<file path="config.mk">
export PLATFORM = sky130hd
export DESIGN_NAME = inst_fetch
export DESIGN_NICKNAME = d
export VERILOG_FILES = /design/src/rtl/inst_fetch_pkg.sv /design/src/rtl/fetch_fifo.sv /design/src/rtl/inst_fetch.sv
export SDC_FILE = /design/constraint.sdc
export NUM_CORES = 1
export LEC_CHECK = 0
export CAP_MARGIN = 25
export CORE_UTILIZATION = 50
export CTS_CLUSTER_SIZE = 30
export DETAILED_ROUTE_END_ITERATION = 6
export GPL_TIMING_DRIVEN = 0
export PLACE_DENSITY_LB_ADDON = 0.2
export SKIP_LAST_GASP = 1
export SLEW_MARGIN = 20
export SYNTH_ARGS = -nofsm -noshare
export SYNTH_HDL_FRONTEND = slang
export SYNTH_SLANG_ARGS = --single-unit
</file>
<file path="constraint.sdc">
create_clock -name clk -period 5.99 [get_ports clk]
set_clock_uncertainty 0.15 [all_clocks]
set_input_delay 1.198 -clock clk [delete_from_list [all_inputs] [get_ports clk]]
set_output_delay 1.198 -clock clk [all_outputs]
set_load 0.1 [all_outputs]
</file>
<file path="src/rtl/inst_fetch_pkg.sv">
// Shared ISA constants for the fetch, ROM and decode stages.
// Opcodes, instruction field positions and the fetch buffer entry layout.
package inst_fetch_pkg;

  typedef enum logic [3:0] {
    OP_NOP  = 4'd0,
    OP_ADD  = 4'd1,
    OP_SUB  = 4'd2,
    OP_LDI  = 4'd3,
    OP_INC  = 4'd4,
    OP_DEC  = 4'd5,
    OP_SHL  = 4'd6,
    OP_SHR  = 4'd7,
    OP_BEQ  = 4'd8,
    OP_BNE  = 4'd9,
    OP_GOTO = 4'd10,
    OP_LD   = 4'd11,
    OP_ST   = 4'd12,
    OP_AND  = 4'd13,
    OP_OR   = 4'd14,
    OP_XOR  = 4'd15
  } opcode_e;

  localparam int INST_W  = 16;
  localparam int PC_W    = 8;
  localparam int ENTRY_W = PC_W + INST_W;

  localparam int OP_MSB   = 15;
  localparam int OP_LSB   = 12;
  localparam int DEST_MSB = 11;
  localparam int DEST_LSB = 8;
  localparam int OP1_MSB  = 7;
  localparam int OP1_LSB  = 4;
  localparam int OP2_MSB  = 3;
  localparam int OP2_LSB  = 0;
  localparam int IMM_MSB  = 7;
  localparam int IMM_LSB  = 0;

  localparam logic [INST_W-1:0] INST_NOP = '0;

  typedef enum logic [1:0] {
    ST_BOOT  = 2'd0,
    ST_FETCH = 2'd1,
    ST_HALT  = 2'd2
  } fetch_state_e;

  typedef struct packed {
    logic [PC_W-1:0]   pc;
    logic [INST_W-1:0] inst;
  } fetch_entry_t;

endpackage

</file>
<file path="src/rtl/fetch_fifo.sv">
// Fetch buffer: DEPTH-entry circular FIFO of {pc, inst} words.
// Flush wins over push/pop; an empty head reads as all zeros.
module fetch_fifo
  import inst_fetch_pkg::*;
#(
  parameter int DEPTH = 2
) (
  input  logic                   clk,
  input  logic                   rst,
  input  logic                   flush_i,
  input  logic                   push_i,
  input  logic                   pop_i,
  input  logic [ENTRY_W-1:0]     din_i,
  output logic [ENTRY_W-1:0]     dout_o,
  output logic [$clog2(DEPTH):0] count_o
);

  localparam int PW = $clog2(DEPTH);

  logic [ENTRY_W-1:0] mem_q [DEPTH];
  logic [PW-1:0]      rd_q, rd_d;
  logic [PW-1:0]      wr_q, wr_d;
  logic [PW:0]        cnt_q, cnt_d;
  logic               do_push;
  logic               do_pop;

  // Pointer and occupancy next-state; pointers wrap naturally at DEPTH.
  always_comb begin
    do_pop  = pop_i && (cnt_q != '0) && !flush_i;
    do_push = push_i && !flush_i &&
              ((cnt_q != (PW+1)'(DEPTH)) || do_pop);
    rd_d  = rd_q;
    wr_d  = wr_q;
    cnt_d = cnt_q;
    if (flush_i) begin
      rd_d  = '0;
      wr_d  = '0;
      cnt_d = '0;
    end else begin
      if (do_pop)  rd_d = rd_q + PW'(1);
      if (do_push) wr_d = wr_q + PW'(1);
      if (do_push && !do_pop) cnt_d = cnt_q + (PW+1)'(1);
      if (do_pop && !do_push) cnt_d = cnt_q - (PW+1)'(1);
    end
  end

  // Pointer and occupancy registers.
  always_ff @(posedge clk) begin
    if (rst) begin
      rd_q  <= '0;
      wr_q  <= '0;
      cnt_q <= '0;
    end else begin
      rd_q  <= rd_d;
      wr_q  <= wr_d;
      cnt_q <= cnt_d;
    end
  end

  // Entry storage; contents need no reset since count gates the head.
  always_ff @(posedge clk) begin
    if (do_push) mem_q[wr_q] <= din_i;
  end

  assign dout_o  = (cnt_q != '0) ? mem_q[rd_q] : '0;
  assign count_o = cnt_q;

endmodule

</file>
<file path="src/rtl/inst_fetch.sv">
// Instruction fetch: BOOT/FETCH/HALT control, PC and fetch buffer.
// Redirects flush and restart; halt stops fetching while drain continues.
module inst_fetch
  import inst_fetch_pkg::*;
#(
  parameter int DEPTH = 2
) (
  input  logic              clk,
  input  logic              rst,
  output logic [PC_W-1:0]   rom_addr,
  input  logic [INST_W-1:0] rom_inst,
  input  logic              redirect_valid,
  input  logic [PC_W-1:0]   redirect_pc,
  input  logic              halt_req,
  output logic              out_valid,
  input  logic              out_ready,
  output logic [INST_W-1:0] out_inst,
  output logic [PC_W-1:0]   out_pc,
  output logic [3:0]        out_op,
  output logic [3:0]        out_dest,
  output logic [3:0]        out_op1,
  output logic [3:0]        out_op2,
  output logic [7:0]        out_imm,
  output logic              halted
);

  localparam int CW = $clog2(DEPTH) + 1;

  fetch_state_e       state_q, state_d;
  logic [PC_W-1:0]    pc_q, pc_d;
  logic [CW-1:0]      count;
  logic               push;
  logic               pop;
  logic               flush;
  logic               has_space;
  logic [ENTRY_W-1:0] head_raw;
  fetch_entry_t       head;

  fetch_fifo #(
    .DEPTH (DEPTH)
  ) u_fifo (
    .clk     (clk),
    .rst     (rst),
    .flush_i (flush),
    .push_i  (push),
    .pop_i   (pop),
    .din_i   ({pc_q, rom_inst}),
    .dout_o  (head_raw),
    .count_o (count)
  );

  // Next state, PC and buffer controls; redirect overrides everything.
  always_comb begin
    state_d   = state_q;
    pc_d      = pc_q;
    push      = 1'b0;
    flush     = 1'b0;
    pop       = out_valid && out_ready;
    has_space = (count != CW'(DEPTH)) || pop;
    if (redirect_valid) begin
      flush   = 1'b1;
      pc_d    = redirect_pc;
      state_d = ST_FETCH;
    end else begin
      unique case (state_q)
        ST_BOOT:  state_d = ST_FETCH;
        ST_FETCH: begin
          if (halt_req) begin
            state_d = ST_HALT;
          end else if (has_space) begin
            push = 1'b1;
            pc_d = pc_q + 8'd1;
          end
        end
        ST_HALT:  state_d = ST_HALT;
        default:  state_d = ST_BOOT;
      endcase
    end
  end

  // State and PC registers.
  always_ff @(posedge clk) begin
    if (rst) begin
      state_q <= ST_BOOT;
      pc_q    <= '0;
    end else begin
      state_q <= state_d;
      pc_q    <= pc_d;
    end
  end

  assign head      = fetch_entry_t'(head_raw);
  assign out_valid = (count != '0);
  assign out_inst  = head.inst;
  assign out_pc    = head.pc;
  assign out_op    = head.inst[OP_MSB:OP_LSB];
  assign out_dest  = head.inst[DEST_MSB:DEST_LSB];
  assign out_op1   = head.inst[OP1_MSB:OP1_LSB];
  assign out_op2   = head.inst[OP2_MSB:OP2_LSB];
  assign out_imm   = head.inst[IMM_MSB:IMM_LSB];
  assign halted    = (state_q == ST_HALT);
  assign rom_addr  = pc_q;

endmodule

</file>
# Yosys cells after proc, flatten, opt, wreduce, memory -nomap -nowiden
# Memory sizes are Yosys's and may differ from the RTL's. A register that Yosys moved wholly into a read port is not among the register bits.
# Index checks and enable logic that the tools add are counted.
op_classes:
  add_sub_neg: 5
  n_reduce_logical: 20
  eq_ne: 6
  n_mux: 19
ops:
  columns: ["op", "count"]
  rows:
  - ["$mux W8", 4]
  - ["$mux W24", 1]
  - ["$mux W1", 10]
  - ["$add A8 B1 Y8 const B", 1]
  - ["$reduce_bool A2 Y1", 4]
  - ["$logic_and A1 B1 Y1", 7]
  - ["$mux W2", 3]
  - ["$ne A2 B2 Y1 const B", 3]
  - ["$pmux W2 S3", 1]
  - ["$reduce_or A2 Y1", 2]
  - ["$logic_not A1 Y1", 3]
  - ["$ne A3 B3 Y1 const B", 1]
  - ["$reduce_and A3 Y1", 1]
  - ["$add A1 B1 Y1 const B", 2]
  - ["$add A2 B1 Y2 const B", 1]
  - ["$eq A2 B1 Y1 const B", 1]
  - ["$eq A2 B2 Y1 const B", 1]
  - ["$logic_not A2 Y1", 1]
  - ["$logic_or A1 B1 Y1", 2]
  - ["$sub A2 B1 Y2 const B", 1]
totals:
  register_bits: 14
  mem_bits_rw: 48
  inputBits: 29
  word_cells: 57
  out_inout_bits: 58
  memories: 1
memory_table:
  columns: ["name", "words", "word_bits", "read_ports", "rd_clocked_by_memory_dff", "wr", "line", "text"]
  rows:
  - ["u_fifo.mem_q", 2, 24, 1, 1, 1, "fetch_fifo.sv:20", "logic [ENTRY_W-1:0] mem_q [DEPTH];"]

# Longest topological paths before layout
# Gate-level depths: netlist of run 1.
depth:
  word_depth: 12
  ltp_mapped: 8
  depth_no_buf: 8

# By module
# From an unflattened synthesis of run 1, not the netlist that was laid out.
unflattened:
  cells_unflattened: 233
  hier_area_um2: 2874.0
modules_own_cells:
  columns: ["mod", "seq_area_each_um2", "area_each_um2", "instances", "cells_per_inst"]
  rows:
  - ["fetch_fifo", 1541.5, 2065.7, 1, 134]
  - ["inst_fetch", 200.2, 808.3, 1, 99]

# Least setup slack after synthesis of run 1
# OpenSTA, ideal clock, no wires.
synth_path:
  path_type: "flip-flop to output port"
  startpoint: "reg with a tool-made name"
  endpoint: "out out_inst[0]"
  required_ns: 4.642
  path_stages_with_launch: 6
  arrival_time_ns: 2.756
  n_path_buf: 3
  setup_slack_ns: 1.886
  cell_sequence: "dfxtp_1 clkbuf_1 buf_2 mux2i_1 nor2_1 buf_4"
synth_lines:
  columns: ["element", "line", "text"]
  rows:
  - ["end: declaration", "inst_fetch.sv:17", "output logic [INST_W-1:0] out_inst,"]

==> qor.csv, run 1 <==
metric,value,unit
outcome,completed,
CP Capture Type,output pin,
largest net degree at the start of global routing,25,
"Area growth, synth to finish",39.7,%
GPL Wtd Cong,0.786,
Clock Power Share,33.3,%
total global-route track usage,20.7,%
fin crit period,4.27,ns
"EDFF count, synth",48,
P_leak,1.37,nW
pwr dens,238,nW/um^2
Sw Share,28.4,%
sequential area share after synthesis,61.3,%
max-slew violations,0,
ys flop type,edfxtp_1,
"Reg clk slew, reported paths",0.07,ns
fin crit share,71.3,%
I/O pin count,87,
first-pass GRT wire length,9.30,mm
Max clock buf depth,2,
antenna violation net count after detailed routing,0,
Hold Path Class,reg2reg,
CP arrival,2.92,ns
Rows,27,
DR pass1 iterations,4,
DRT iter0 DRCs,64,
initial core utilization,51.6,%
Worst Setup Start Kind,register,
critical path class,reg2out,
Relative slew margins,33.6,%
Max Clk Rate,234,MHz
# Post-CTS Setup Buffers,0,
post-DP HPWL,4.11,mm
post_cts resized,0,
dpl cells,387,
Die Ht,77.4,um
Mapped Cells,230,
Final Core Density,72.1,%
crit-path max FO,10,
CTS tree,yes,
post-DR vias/cell,5.18,
Antenna diodes,0,
"Hold Vio Cnt, Final",0,
Critical Path Slowest Stage Cell,clkdlybuf4s50_1,
"most common cell after layout, fill and taps aside",clkdlybuf4s50_1,
vias in the first global route,2024,
Flop pwr share,52.0,%
WL/cell,14.6,um
CP peak stage delay,1.12,ns
Num CTS Buffers,9,
post-synthesis cell area,2840,sq um
Mapped Nets,264,
"Cell Chain, Critical Path",clkbuf_1 > buf_2 > mux2i_1 > nor2_1 > buf_4 > clkdlybuf4s50_1,
Max Cap Viol,0,
synthesized flop and latch total,63,
ys async rst share,0,%
Sw Pwr,0.268,mW
part of the power in combinational logic,14.6,%
Non-Filler Instances,403,
antenna violations before repair,0,
Cell variety after synth,35,
endpoints failing setup,0,
clock sinks,63,
WL final,5.88,mm
Worst VDD drop,163,uV
chip width,77.4,um
grt ovf,0,
cell-internal power,0.676,mW
setup tns final,0,ns
"Clk Latency, worst-skew pair",0.33,ns
CP Data Required Time,4.64,ns
CTS H-tree lvls,3,
Avg Inst Size Synth,12.4,sq um
Post-CTS Hold Buffers,0,
total number of vias,2088,
worst slew pin tran,0.993,ns
I/O Buffers,85,
Syn. warnings,0,
most frequent cells in the layout,"85 x clkdlybuf4s50_1, 48 x edfxtp_1, 36 x nor2_1",
full die area,5990,sq um
share of layout cells above drive strength 1,14.8,%
nets@finish,360,
drt drc,0,
core area,5510,sq um
RSZ-0062 raised after global routing,false,
CTS root buf,clkbuf_8,
==> flip-flops by register name (all words and copies together) (netlist names), named ones only <==
register	count
u_fifo.mem_q	48
rom_addr	8
state_q	2
u_fifo.count_o	2
u_fifo.rd_q	1
u_fifo.wr_q	1
==> power groups by stage <==
stage / Sequential [mW] / Combinational (mW) / Clock, mW
6_report: 0.491 / 0.138 / 0.315
5_1_grt: 0.492 / 0.145 / 0.339
4_1_cts: 0.491 / 0.139 / 0.322
3_5_place_dp: 0.501 / 0.138 / 0
3_3_place_gp: 0.500 / 0.135 / 0
2_1_floorplan: 0.523 / 0.0696 / 0
==> kinds of logic (layout without fill, tap and decap cells) <==
kind of cell | Yosys count | after routing | synth area share (%)
buf+inv | 43 | 144 | 9.29
compound gates | 25 | 25 | 6.25
simple gates | 67 | 67 | 11.6
mux | 24 | 24 | 8.45
flops | 63 | 63 | 61.3
xor+xnor | 3 | 3 | 0.925
fa+ha+maj | 5 | 5 | 2.20
==> path summary, 6_finish.rpt <==
kind | to | slack (ns) | cells past startpoint | start
worst max-delay path | out_op2[3] | 1.72 | 6 | register
worst min-delay path | state_q[1] | 0.33 | 2 | state_q[1]
worst max register to register | u_fifo.mem_q[1][6] | 3.38 | 5 | state_q[1]
worst min register to register | state_q[1] | 0.33 | 2 | state_q[1]
==> stage by stage <==
stage                     power, mW  setup slack (ns)  hold slack, ns  cell area, sq um
after floorplan               0.592              1.89           0.299              2840
after global placement        0.635              1.45           0.317              3780
after detailed placement      0.639              2.04           0.330              3800
after CTS                     0.952              1.68           0.339              3970
after global routing          0.976              1.52           0.371              3970
final                         0.944              1.72           0.334              3970
==> cells in the mapped netlist, types with 2 or more instances <==
cell type | n | area share, %
nor2_1 | 38 | 5.0
nand2_1 | 4 | 0.53
or4_1 | 5 | 1.3
nor3_1 | 2 | 0.35
edfxtp_1 | 48 | 51
mux2i_1 | 24 | 8.5
inv_1 | 8 | 1.1
clkbuf_1 | 6 | 0.79
a31oi_1 | 2 | 0.44
or3_1 | 2 | 0.44
a21oi_1 | 4 | 0.70
nand3_1 | 5 | 0.88
o31ai_1 | 3 | 0.79
buf_2 | 4 | 0.70
o21ai_0 | 5 | 0.88
buf_4 | 24 | 6.3
nand4_1 | 2 | 0.44
xor2_1 | 2 | 0.62
nor2b_1 | 2 | 0.44
a311oi_1 | 5 | 1.5
o311a_1 | 2 | 0.70
ha_1 | 5 | 2.2
dfxtp_1 | 15 | 11
a2111oi_0 | 2 | 0.62
==> critical path, delay by kind of cell, from the launching register on <==
family / cells / cell delay, ns
buffers and inverters: 4 / 1.97
multiplexers: 1 / 0.14
AND/OR/NAND/NOR: 1 / 0.19
flip-flops: 1 / 0.31
==> per-layer routing <==
metal | part of all wire [%] | wire length, um | track usage [%] | up-vias
met5 | 0 | 0 | 0 | -
met4 | 1.4 | 80 | 10.4 | 0
met3 | 4.2 | 248 | 4.82 | 6
met2 | 53 | 3100 | 37.6 | 71
met1 | 42 | 2450 | 22.3 | 996
li1 | - | - | - | 1015
==> cell type report <==
cell class	instances	area, sq um
sequential	63	1740
fill	399	1540
multi-input combinational	124	851
timing repair buffer	85	851
buffer	35	234
clock buffer	9	124
tap	72	90.1
clock inverter	7	48.8
inverter	8	30.0
No activity file was read; power rests on OpenSTA's default activity.
==> inputs of run 2 (changes only) <==
CORE_UTILIZATION = 42   (was 50)
clock period = 3.5 ns   (was 5.99 ns; I/O delays follow)
==> run 2 against run 1 <==
Effect of this change: the run now ends with DRC left; core utilization decreased by 11 points; worst hold slack lost 0.0053 ns; via count down 1.9%; global-route usage decreased by 4.1 points; cell count is 1.2% higher; die area increased by 19%; count of clock-buffer cells in the layout increased by 5; sequential share of layout area increased by 0.66 points; critical path depth unchanged; register-to-register slack worse by 2.4 ns; setup slack worse by 1.6 ns; combinational power up 68%; highest routed layer unchanged.
==> qor.csv, run 2 (synthesis gave the netlist of run 1 again) <==
metric,value,unit,change
final instance area,3910,sq um,was 3970 sq um
nets@finish,360,,unchanged
max FFs per register,48,,unchanged
"most common cell after layout, fill and taps aside",edfxtp_1,,was clkdlybuf4s50_1
FF-to-FF setup slack,0.96,ns,was 3.38 ns
CTS tree,yes,,unchanged
final setup margin,0.140,ns,was 1.72 ns
Hold Path Depth,2,,unchanged
outcome,"finished, violations left",,was completed
CP Capture Type,output pin,,unchanged
cells on worst reg2reg path,5,,unchanged
drt drc,18,,was 0
RSZ-0062 raised after global routing,true,,was false
crit-path max FO,10,,unchanged
vias in the first global route,1916,,was 2024
CP arrival,2.51,ns,was 2.92 ns
Worst VDD drop,213,uV,was 163 uV
"Clk Latency, worst-skew pair",0.32,ns,was 0.33 ns
post-DP HPWL,3.94,mm,was 4.11 mm
most frequent cells in the layout,"48 x edfxtp_1, 41 x clkdlybuf4s50_1, 24 x mux2i_1, 24 x buf_4, 23 x nor2_1",,"was 85 x clkdlybuf4s50_1, 48 x edfxtp_1, 36 x nor2_1"
Final Power,1.66,mW,was 0.944 mW
DRT iter0 DRCs,82,,was 64
Max Clk Rate,298,MHz,
total number of vias,2048,,was 2088
placed cell area,3840,sq um,was 3800 sq um
CTS root buf,clkbuf_8,,unchanged
endpoints failing setup,0,,unchanged
fin crit period,3.36,ns,
failing checks,DRC,,
CP Data Required Time,2.65,ns,was 4.64 ns
post-DR vias/cell,5.02,,was 5.18
GPL Wtd Cong,0.833,,was 0.786
antenna violation net count after detailed routing,0,,unchanged
max-slew violations,0,,unchanged
reg-to-reg critical path startpoint,state_q[1],,unchanged
full die area,7100,sq um,was 5990 sq um
worst slew pin tran,1.01,ns,was 0.993 ns
fin crit share,96.0,%,
I/O pin count,87,,unchanged
total global-route track usage,16.6,%,was 20.7%
Hold Path Class,reg2reg,,unchanged
Max Cap Viol,0,,unchanged
I/O Buffers,85,,unchanged
Num CTS Buffers,9,,unchanged
grt ovf,0,,unchanged
Relative slew margins,32.6,%,was 33.6%
"Area growth, synth to finish",37.6,%,was 39.7%
critical path class,reg2out,,unchanged
P_leak,1.52,nW,was 1.37 nW
pwr dens,425,nW/um^2,was 238 nW/um^2
first-pass GRT wire length,8.91,mm,was 9.30 mm
initial core utilization,44.2,%,was 51.6%
Rows,29,,was 27
"Hold Vio Cnt, Final",0,,unchanged
Antenna diodes,0,,unchanged
hold path startpoint,state_q[1],,unchanged
WL/cell,13.9,um,was 14.6 um
Biggest register,u_fifo.mem_q,,unchanged
"Reg clk slew, reported paths",0.06,ns,was 0.07 ns
CTS H-tree lvls,3,,unchanged
antenna violations before repair,0,,unchanged
pre-CTS setup slack,0.0213,ns,was 2.04 ns
share of layout cells above drive strength 1,24.2,%,was 14.8%
clock sinks,63,,unchanged
largest net degree at the start of global routing,25,,unchanged
Die Ht,84.3,um,was 77.4 um
WL final,5.68,mm,was 5.88 mm
chip width,84.3,um,was 77.4 um
DR pass1 iterations,6,,was 4
Max clock buf depth,2,,unchanged
core area,6420,sq um,was 5510 sq um
Worst Setup Start Kind,register,,unchanged
[run 2: timing repair]
item | 4_1_cts | 5_1_grt
buffers inserted | 0 | 0
hold buffers | 0 | 0
gates resized for setup | 44 | 43
setup endpoints to repair | 44 | 22
[run 2: worst max-delay path: stages, from the launching register on]
cell and delay, ns:
dfxtp_1 0.30, clkbuf_1 0.28, buf_2 0.38, mux2i_1 0.12
nor2_1 0.16, buf_4 0.13, clkdlybuf4s15_1 0.81
[run 2: layout make-up]
| cell class | count | area [sq um] |
|---|---|---|
| repair buffers | 85 | 728 |
| clock buffers | 14 | 184 |
| flip-flops and latches | 63 | 1740 |
| fillers | 552 | 2510 |
| well taps | 77 | 96.3 |
| inverters | 8 | 30.0 |
| plain buffers | 35 | 235 |
| clock inverters | 2 | 12.5 |
| multi-input cells | 124 | 883 |
[run 2: worst paths after layout]
path                               to
setup / recovery          out_inst[9]
hold / removal             state_q[1]
setup reg to reg  u_fifo.mem_q[1][23]
hold reg to reg            state_q[1]
[run 2: per-stage QoR]
stage	hold WS [ns]	setup TNS, ns	std cells	util [%]
after floorplan	0.299	-0.146	230	-
after global placement	0.313	-27.87	392	59.5
after detailed placement	0.323	0	392	59.7
after CTS	0.330	0	408	61.9
after global routing	0.367	-0.0450	408	60.9
final	0.329	0	408	60.9
[run 2: layer usage]
layer / part of all wire, % / GRT usage, % / wire length (um) / up-vias
met5: 0 / 0 / 0 / -
met4: 1.6 / 7.68 / 93 / 0
met3: 6.3 / 4.03 / 357 / 9
met1: 42 / 19.1 / 2380 / 958
met2: 50 / 29.2 / 2840 / 66
li1: - / - / - / 1015
[run 2: where the power goes]
group / leakage, nW / internal, mW / switching (mW)
sequential: 0.560 / 0.824 / 0.0176
clock: 0.0978 / 0.338 / 0.252
combinational: 0.859 / 0.0719 / 0.160
==> edit, RTL diff (settings of run 2) <==
Encoding of `fetch_state_e`: now one-hot (3 bits for 3 states).
--- a/src/rtl/inst_fetch_pkg.sv
+++ b/src/rtl/inst_fetch_pkg.sv
@@ -38,10 +38,10 @@
 
   localparam logic [INST_W-1:0] INST_NOP = '0;
 
-  typedef enum logic [1:0] {
-    ST_BOOT  = 2'd0,
-    ST_FETCH = 2'd1,
-    ST_HALT  = 2'd2
+  typedef enum logic [2:0] {
+    ST_BOOT  = 3'b001,
+    ST_FETCH = 3'b010,
+    ST_HALT  = 3'b100
   } fetch_state_e;
 
   typedef struct packed {
Check against the original RTL: no difference found for any inputs over 10 cycles, from zero or initial values and one cycle with rst high; not proved beyond that.
==> edit against run 2 <==
- sequential cell count increased by 1
- maximum frequency rose by 1.3%
- setup slack improved by 43 ps
- final area is 3.5% higher
- register-to-register slack worse by 50 ps
- wire length down 8.6%
- area after synthesis shrank 1.7%
- total power is 1.6% higher
- critical endpoint is now out_op[1]
- highest routed layer unchanged
==> edit: results (changes against run 2) <==
Outcome
  • Run status: completed

Yosys
  • Mux share of post-synthesis cell area: 0.0896 (+0.00502)
  • Commonest cells post-synth: edfxtp_1, nor2_1, mux2i_1, buf_4, dfxtp_1
  • Syn_area_per_cell: 12.8 um2 (+3.7%)
  • Net count after synthesis: 249 (-5.7%)
  • Netlist cell types: 32 (-8.6%)
  • Top cells by area, synth: edfxtp_1, dfxtp_1, mux2i_1, buf_4, nor2_1

Placement
  • Routability cong.: 0.715 (-14%)
  • Placed insts: 380 (-3.1%)
  • Post-DP Area: 0.00378 mm2 (-1.4%)
  • Final HPWL DP: 3540 um (-10%)

Setup path
  • Slowest cell on crit path: clkdlybuf4s50_1
  • Reg-to-Reg End: u_fifo.mem_q[0][3]
  • WP data arrival: 2470 ps (-40 ps)
  • R2R Path Start: state_q[0]
  • R2r setup slk: 910 ps (-50 ps)
  • CP peak stage delay: 1120 ps (+310 ps)
  • Crit path max fanout: 6 (-4)

Worst hold path
  • Worst Hold Path EP: u_fifo.mem_q[1][23]
  • Hold_sp: rom_addr[7]

STA
  • Final period util: 0.948 (-0.0124)
  • WHS: 378 ps (+49.0 ps)

Pwr
  • Max VDD drop: 0.000277 V (+30%)
  • Leak pwr: 1.42 nW (-6.5%)
  • Combinational share of power: 0.106 (-0.033)
  • Psw: 395 uW (-8.1%)
  • Sequential Power Share: 0.502 (-0.004)
  • Comb power: 179 uW (-23%)

Detailed routing
  • DRT iter0 DRCs: 63 (-23%)
  • WL final: 5190 um (-8.6%)
  • Detailed route wirelength on metal2: 2590 um (-9.0%)

GRT
  • Vias in the first global route: 1882 (-1.8%)
  • Met2 usage: 0.271 (-0.0209)
  • Met1 usage: 0.199 (+0.00871)
  • Grt met3 use: 0.0386 (-0.00174)

Layout
  • Layout fillers: 528 (-4.3%)
  • Nets: 345 (-4.2%)
  • Final Non-Filler Cells: 396 (-2.9%)

Clock tree
  • PostCTS Resize Cnt: 118 (+170%)
-- edit: cell count changes after synthesis, moves of 3 or more --
cell,run 2,this run
nor3_1,2,8
a211oi_1,1,6
or4_1,5,0
buf_2,4,0
ha_1,5,2
xnor2_1,1,11
inv_1,8,2
a311oi_1,5,1
o21ai_0,5,2
o31ai_1,3,0
-- edit: cell type report --
class / instances / area [um2] / area share
Clock inverter: 4 / 70.1 / 0.0173
Timing Repair Buffer: 85 / 908 / 0.224
Sequential cell: 64 / 1760 / 0.435
Multi-Input combinational cell: 118 / 841 / 0.208
Inverter: 3 / 11.3 / 0.00278
Buffer: 33 / 224 / 0.0553
Clock buffer: 12 / 135 / 0.0334
Tap cell: 77 / 96.3 / 0.0238
